[src/rtl/mem_lsu_pkg.sv]
// Shared types and helpers for the MEM-stage load/store unit.
//   lsu_state_t : access FSM states
//   lsu_size_t  : decoded access size/sign
//   size_decode : size flags -> lsu_size_t (fixed priority)
//   be_gen      : byte enables for a size and address offset
package mem_lsu_pkg;

    typedef enum logic [1:0] {IDLE, REQ, RESP, DONE} lsu_state_t;
    typedef enum logic [2:0] {SZ_B, SZ_BU, SZ_H, SZ_HU, SZ_W} lsu_size_t;

    // Priority: full_word > half_word > half_wordU > byte > byteU; none = word.
    function automatic lsu_size_t size_decode(input logic b, input logic h, input logic w,
                                              input logic bu, input logic hu);
        if (w)       return SZ_W;
        else if (h)  return SZ_H;
        else if (hu) return SZ_HU;
        else if (b)  return SZ_B;
        else if (bu) return SZ_BU;
        else         return SZ_W;
    endfunction

    function automatic logic [3:0] be_gen(input lsu_size_t sz, input logic [1:0] off);
        case (sz)
            SZ_B, SZ_BU: return 4'b0001 << off;
            SZ_H, SZ_HU: return 4'b0011 << {off[1], 1'b0};
            default:     return 4'b1111;
        endcase
    endfunction

endpackage

[src/rtl/lsu_align.sv]
// Combinational lane handling for the LSU.
//   st_size_i/st_off_i/st_data_i : current store size, addr[1:0], rs2 data
//   st_be_o/st_wdata_o           : byte enables, lane-replicated store data
//   ld_size_i/ld_off_i/rdata_i   : latched load size, addr[1:0], bus read data
//   ld_data_o                    : sign/zero-extended load result
module lsu_align
    import mem_lsu_pkg::*;
(
    input  lsu_size_t   st_size_i,
    input  logic [1:0]  st_off_i,
    input  logic [31:0] st_data_i,
    output logic [3:0]  st_be_o,
    output logic [31:0] st_wdata_o,
    input  lsu_size_t   ld_size_i,
    input  logic [1:0]  ld_off_i,
    input  logic [31:0] rdata_i,
    output logic [31:0] ld_data_o
);

    logic [31:0] lane;

    always_comb begin
        st_be_o = be_gen(st_size_i, st_off_i);
        case (st_size_i)
            SZ_B, SZ_BU: st_wdata_o = {4{st_data_i[7:0]}};
            SZ_H, SZ_HU: st_wdata_o = {2{st_data_i[15:0]}};
            default:     st_wdata_o = st_data_i;
        endcase
    end

    always_comb begin
        lane = rdata_i >> {ld_off_i, 3'b000};
        case (ld_size_i)
            SZ_B:    ld_data_o = {{24{lane[7]}}, lane[7:0]};
            SZ_BU:   ld_data_o = {24'b0, lane[7:0]};
            SZ_H:    ld_data_o = {{16{lane[15]}}, lane[15:0]};
            SZ_HU:   ld_data_o = {16'b0, lane[15:0]};
            default: ld_data_o = rdata_i;
        endcase
    end

endmodule

[src/rtl/mem_stage_lsu.sv]
// MEM-stage load/store unit: turns the EX/MEM access request into a single
// data-memory bus transaction and stalls the pipeline until it completes.
//   MEM_clk/MEM_rst        : clock, async active-high reset
//   ALU_out_M, reg_read_data_2_M, mem_read_M, mem_write_M, size flags : request
//   stall_M                : hold pipeline while the access is in flight
//   load_data_M            : registered extended load data
//   bus_err_M              : one-cycle pulse in DONE on watchdog timeout
//   dmem_*                 : data-memory bus (req/we/addr/be/wdata out, gnt/rvalid/rdata in)
//   misalign_M             : only with MEM_MISALIGN_TRAP_EN; pulse in DONE on a
//                            misaligned half/word access, which skips the bus
module mem_stage_lsu
    import mem_lsu_pkg::*;
#(
    parameter int TIMEOUT_CYC = 255,
    parameter int TO_W        = $clog2(TIMEOUT_CYC + 1)
) (
    input  logic        MEM_clk,
    input  logic        MEM_rst,
    input  logic [31:0] ALU_out_M,
    input  logic [31:0] reg_read_data_2_M,
    input  logic        mem_read_M,
    input  logic        mem_write_M,
    input  logic        byte_M,
    input  logic        half_word_M,
    input  logic        full_word_M,
    input  logic        byteU_M,
    input  logic        half_wordU_M,
    output logic        stall_M,
    output logic [31:0] load_data_M,
    output logic        bus_err_M,
`ifdef MEM_MISALIGN_TRAP_EN
    output logic        misalign_M,
`endif
    output logic        dmem_req,
    output logic        dmem_we,
    output logic [31:0] dmem_addr,
    output logic [3:0]  dmem_be,
    output logic [31:0] dmem_wdata,
    input  logic        dmem_gnt,
    input  logic        dmem_rvalid,
    input  logic [31:0] dmem_rdata
);

    lsu_state_t      state_q;
    logic [TO_W-1:0] wd_q, wd_d;
    logic            wd_expired;
    lsu_size_t       cur_size, ld_size_q;
    logic [1:0]      ld_off_q;
    logic [3:0]      st_be;
    logic [31:0]     st_wdata, ld_ext;
    logic            access;

    assign access     = mem_read_M | mem_write_M;
    assign stall_M    = access & (state_q != DONE);
    assign cur_size   = size_decode(byte_M, half_word_M, full_word_M, byteU_M, half_wordU_M);
    assign wd_d       = wd_q + TO_W'(1);
    // Current waiting cycle is the TIMEOUT_CYC-th one with no response.
    assign wd_expired = (wd_d == TO_W'(TIMEOUT_CYC));

`ifdef MEM_MISALIGN_TRAP_EN
    logic misal;
    logic misalign_q;
    assign misal = (((cur_size == SZ_H) || (cur_size == SZ_HU)) && ALU_out_M[0]) ||
                   ((cur_size == SZ_W) && (ALU_out_M[1:0] != 2'b00));
    assign misalign_M = misalign_q;
`endif

    // Load extraction uses the size/offset latched at request time so the
    // result is independent of whatever sits on the EX/MEM inputs later.
    lsu_align u_align (
        .st_size_i  (cur_size),
        .st_off_i   (ALU_out_M[1:0]),
        .st_data_i  (reg_read_data_2_M),
        .st_be_o    (st_be),
        .st_wdata_o (st_wdata),
        .ld_size_i  (ld_size_q),
        .ld_off_i   (ld_off_q),
        .rdata_i    (dmem_rdata),
        .ld_data_o  (ld_ext)
    );

    always_ff @(posedge MEM_clk or posedge MEM_rst) begin
        if (MEM_rst) begin
            state_q     <= IDLE;
            wd_q        <= '0;
            ld_size_q   <= SZ_B;
            ld_off_q    <= 2'b00;
            load_data_M <= '0;
            bus_err_M   <= 1'b0;
            dmem_req    <= 1'b0;
            dmem_we     <= 1'b0;
            dmem_addr   <= '0;
            dmem_be     <= '0;
            dmem_wdata  <= '0;
`ifdef MEM_MISALIGN_TRAP_EN
            misalign_q  <= 1'b0;
`endif
        end else begin
            bus_err_M <= 1'b0;
`ifdef MEM_MISALIGN_TRAP_EN
            misalign_q <= 1'b0;
`endif
            case (state_q)
                IDLE: if (access) begin
`ifdef MEM_MISALIGN_TRAP_EN
                    if (misal) begin
                        state_q    <= DONE;
                        misalign_q <= 1'b1;
                    end else
`endif
                    begin
                        state_q    <= REQ;
                        dmem_req   <= 1'b1;
                        dmem_we    <= mem_write_M;
                        dmem_addr  <= {ALU_out_M[31:2], 2'b00};
                        dmem_be    <= st_be;
                        dmem_wdata <= st_wdata;
                        ld_size_q  <= cur_size;
                        ld_off_q   <= ALU_out_M[1:0];
                        wd_q       <= '0;
                    end
                end
                REQ: begin
                    if (dmem_gnt) begin
                        dmem_req <= 1'b0;
                        wd_q     <= '0;
                        state_q  <= dmem_we ? DONE : RESP;
                    end else if (wd_expired) begin
                        dmem_req  <= 1'b0;
                        bus_err_M <= 1'b1;
                        state_q   <= DONE;
                        if (!dmem_we) load_data_M <= '0;
                    end else begin
                        wd_q <= wd_d;
                    end
                end
                RESP: begin
                    if (dmem_rvalid) begin
                        load_data_M <= ld_ext;
                        state_q     <= DONE;
                    end else if (wd_expired) begin
                        load_data_M <= '0;
                        bus_err_M   <= 1'b1;
                        state_q     <= DONE;
                    end else begin
                        wd_q <= wd_d;
                    end
                end
                DONE:    state_q <= IDLE;
                default: state_q <= IDLE;
            endcase
        end
    end

endmodule

[config.mk]
export PLATFORM = sky130hd
export DESIGN_NAME = mem_stage_lsu
export DESIGN_NICKNAME = d
export VERILOG_FILES = /design/src/rtl/mem_lsu_pkg.sv /design/src/rtl/lsu_align.sv /design/src/rtl/mem_stage_lsu.sv
export SDC_FILE = /design/constraint.sdc
export NUM_CORES = 1
export LEC_CHECK = 0
export ABC_AREA = 0
export ABC_CLOCK_PERIOD_IN_PS = 4440
export BUFFER_PORTS_ARGS = -buffer_cell sky130_fd_sc_hd__buf_2
export CORE_MARGIN = 2
export CORE_UTILIZATION = 52
export CTS_BUF_LIST = sky130_fd_sc_hd__clkbuf_8
export DETAILED_ROUTE_END_ITERATION = 16
export PLACE_DENSITY = 0.85
export SYNTH_ARGS = -nofsm -noshare
export SYNTH_HDL_FRONTEND = slang
export SYNTH_SLANG_ARGS = --single-unit
[constraint.sdc]
create_clock -name MEM_clk -period 4.44 [get_ports MEM_clk]
set_input_delay 0.222 -clock MEM_clk [delete_from_list [all_inputs] [get_ports MEM_clk]]
set_output_delay 0.222 -clock MEM_clk [all_outputs]
set_load 0.02 [all_outputs]
==> out/metrics.yaml <==
synth:
  synth_flop_cell: "dfrtp_1"
  synthCells: 642
  synthesis.area_mm2: 0.00586
  synth-seq-area-share: 0.496
  ys_types: 54
  syn_area_per_cell_um2: 9.12
  synth-edff-count: 0
  async_flop_share: 1.00
  synth_seq_cells: 116
  ys_warn_count: 0
worst_setup_path:
  path_delay_family: "flip-flops"
  critical_path.slowest_cell: "dfrtp_1"
  critPathMaxFanout: 27
  slowest_delay_ns: 1.01
  cp_data_arrival_time_ns: 3.02
  critPathKind: "flop to flop"
  cp_num_buf_inv: 0
  cp-end-kind: "flop"
  path_cells: "mux4_2 > o211ai_1 > nor2_1 > a21oi_1 > mux2i_1"
  critPathLaunchType: "flop"
  crit_required_ns: 4.78
detailed_routing:
  drcViolationCount: 0
  dr.pass1.iters: 5
  wl_per_cell_um: 17.0
  drt-initial-drc-count: 390
  wl_mm: 17.3
  ant_nets: 0
  vias_per_cell: 5.54
  num_vias: 5644
cells_and_area:
  nets: 981
  final_common_cell: "buf_2"
  diodes: 0
  drive_above_1_share: 0.302
  final_cell_mix: "buf_2 (208), nand2_1 (169), dfrtp_1 (116)"
  syn2layout_area_growth_pct: 30.9
placed_design:
  dpl.hpwl_mm: 11.4
  port-buffer-count: 208
  gp_congestion: 0.847
floorplanning:
  fp-row-count: 38
  start_util: 0.536
  placeableCoreArea_mm2: 0.0109
  die_height_um: 110
  die_area_mm2: 0.0121
  boundaryPins: 211
  chipWidth_um: 110
sta:
  rsz0062_at_grt: "no"
  worst-slew-pin-transition_ns: 1.00
  min_period_over_period: 0.604
  fin_hold_ws_ns: 0.0248
  setup-violations-final: 0
  hold_viol: 0
  setup-tns-final_ns: 0
  fmax_mhz: 373
  slew_viol_final: 0
  finClkSkew_ns: 0.0156
  relSlewSlack: 0.333
  finalCriticalPeriod_ns: 2.68
grt:
  grt_pass1_vias: 5538
  overflow: 0
  grt_max_degree: 80
  grt_util_all_layers: 0.289
  grt_pass1_wl_mm: 26.9
  antenna_found_initial: 0
clock_network:
  cts_tree: "built"
  cts_made_buffers: 17
  post_cts_resized: 0
  clk-insertion-delay-late_ns: 0.43
  cts.sinks: 116
  cts_buffer_depth: 2
  cts_max_level: 4
  root_buffer: "clkbuf_8"
  clk_pin_slew_ns: 0.09
pwr:
  design_power_total_w: 0.00536
  p_leak_nw: 4.21
  vdd_drop_max_mv: 0.387
  power_density_mw_per_mm2: 699
min_path:
  hp-class: "input port to asynchronous set/reset pin"
outcome:
  status: "finished, final reports clean"
flow_run:
  cap_viol_max_count: 0
[report_power, final]
part	switching, W	internal [W]
registers	0.000377	0.00151
clock network	0.000497	0.000513
logic	0.00158	0.000879
[final timing paths]
check,startpoint,to,slack [ns],depth (start not counted)
setup / recovery,ld_off_q[0],load_data_M[19],1.76,5
hold reg to reg,dmem_addr[7],dmem_addr[7],0.47,2
setup reg to reg,ld_off_q[0],load_data_M[19],1.76,5
min in group MEM_clk,reg_read_data_2_M[29],dmem_wdata[29],0.04,3
max in group asynchronous,MEM_rst,wd_q[2],3.33,3
hold / removal,MEM_rst,dmem_addr[31],0.02,2
[logic make-up (layout without fill, tap and decap cells)]
family / after synthesis / in the layout / share of synthesized area
multiplexers: 50 / 50 / 0.0942
AO/OA/AOI/OAI: 110 / 110 / 0.129
flip-flops: 116 / 116 / 0.496
buffers and inverters: 71 / 306 / 0.0504
other: 1 / 2 / 0.000640
XOR/XNOR: 2 / 2 / 0.00299
AND/OR/NAND/NOR: 283 / 283 / 0.208
adder cells (fa/ha/maj): 9 / 9 / 0.0192
[metrics by stage]
step | util | area [um^2] | std cells | setup slack [ns]
after global placement | 0.637 | 6960 | 956 | 1.89
after detailed placement | 0.637 | 6960 | 956 | 1.76
after CTS | 0.701 | 7660 | 1018 | 1.76
after floorplan | - | 5860 | 643 | 1.15
after global routing | 0.701 | 7660 | 1018 | 1.59
final | 0.701 | 7660 | 1018 | 1.76
[routing by layer]
metal  part of all wire  GRT usage
met4              0.026      0.113
met5                  0          0
met3              0.087     0.0805
met1               0.40      0.364
met2               0.49      0.475
[synthesized netlist by cell type, types with 5 or more instances]
cell	n	area [um^2]
dfrtp_1	116	2900
nand3_1	35	175
a21oi_1	32	160
nand2_1	169	634
o211a_1	7	70.1
a22oi_1	8	60.1
o221ai_1	7	61.3
nand3b_1	8	60.1
buf_1	5	18.8
and3_1	5	31.3
mux2i_1	39	390
clkbuf_1	24	90.1
nor2b_1	11	68.8
inv_1	32	120
o31a_1	6	52.6
mux2_4	7	105
nor2_1	40	150
ha_1	9	113
a22o_1	6	52.6
o21ai_0	14	70.1
a31oi_1	11	68.8
[flip-flops by register name, indices dropped and copies added (netlist names), 2 cells and up]
register	flops
dmem_addr	30
ld_size_q	3
ld_off_q	2
load_data_M	32
dmem_be	4
wd_q	8
state_q	2
dmem_wdata	32
[area by class of cell]
type / count / area, um^2
clock buffer: 17 / 234
clock inverter: 15 / 169
fill: 874 / 3270
inverter: 32 / 123
multi-input combinational: 456 / 2690
sequential: 116 / 2900
tap: 140 / 175
timing repair buffer: 242 / 1370
[repair_timing]
action	CTS	global route
buffers inserted	0	0
endpoints found under the hold margin	30	0
hold buffers	30	0
(Power assumes the default switching activity.)
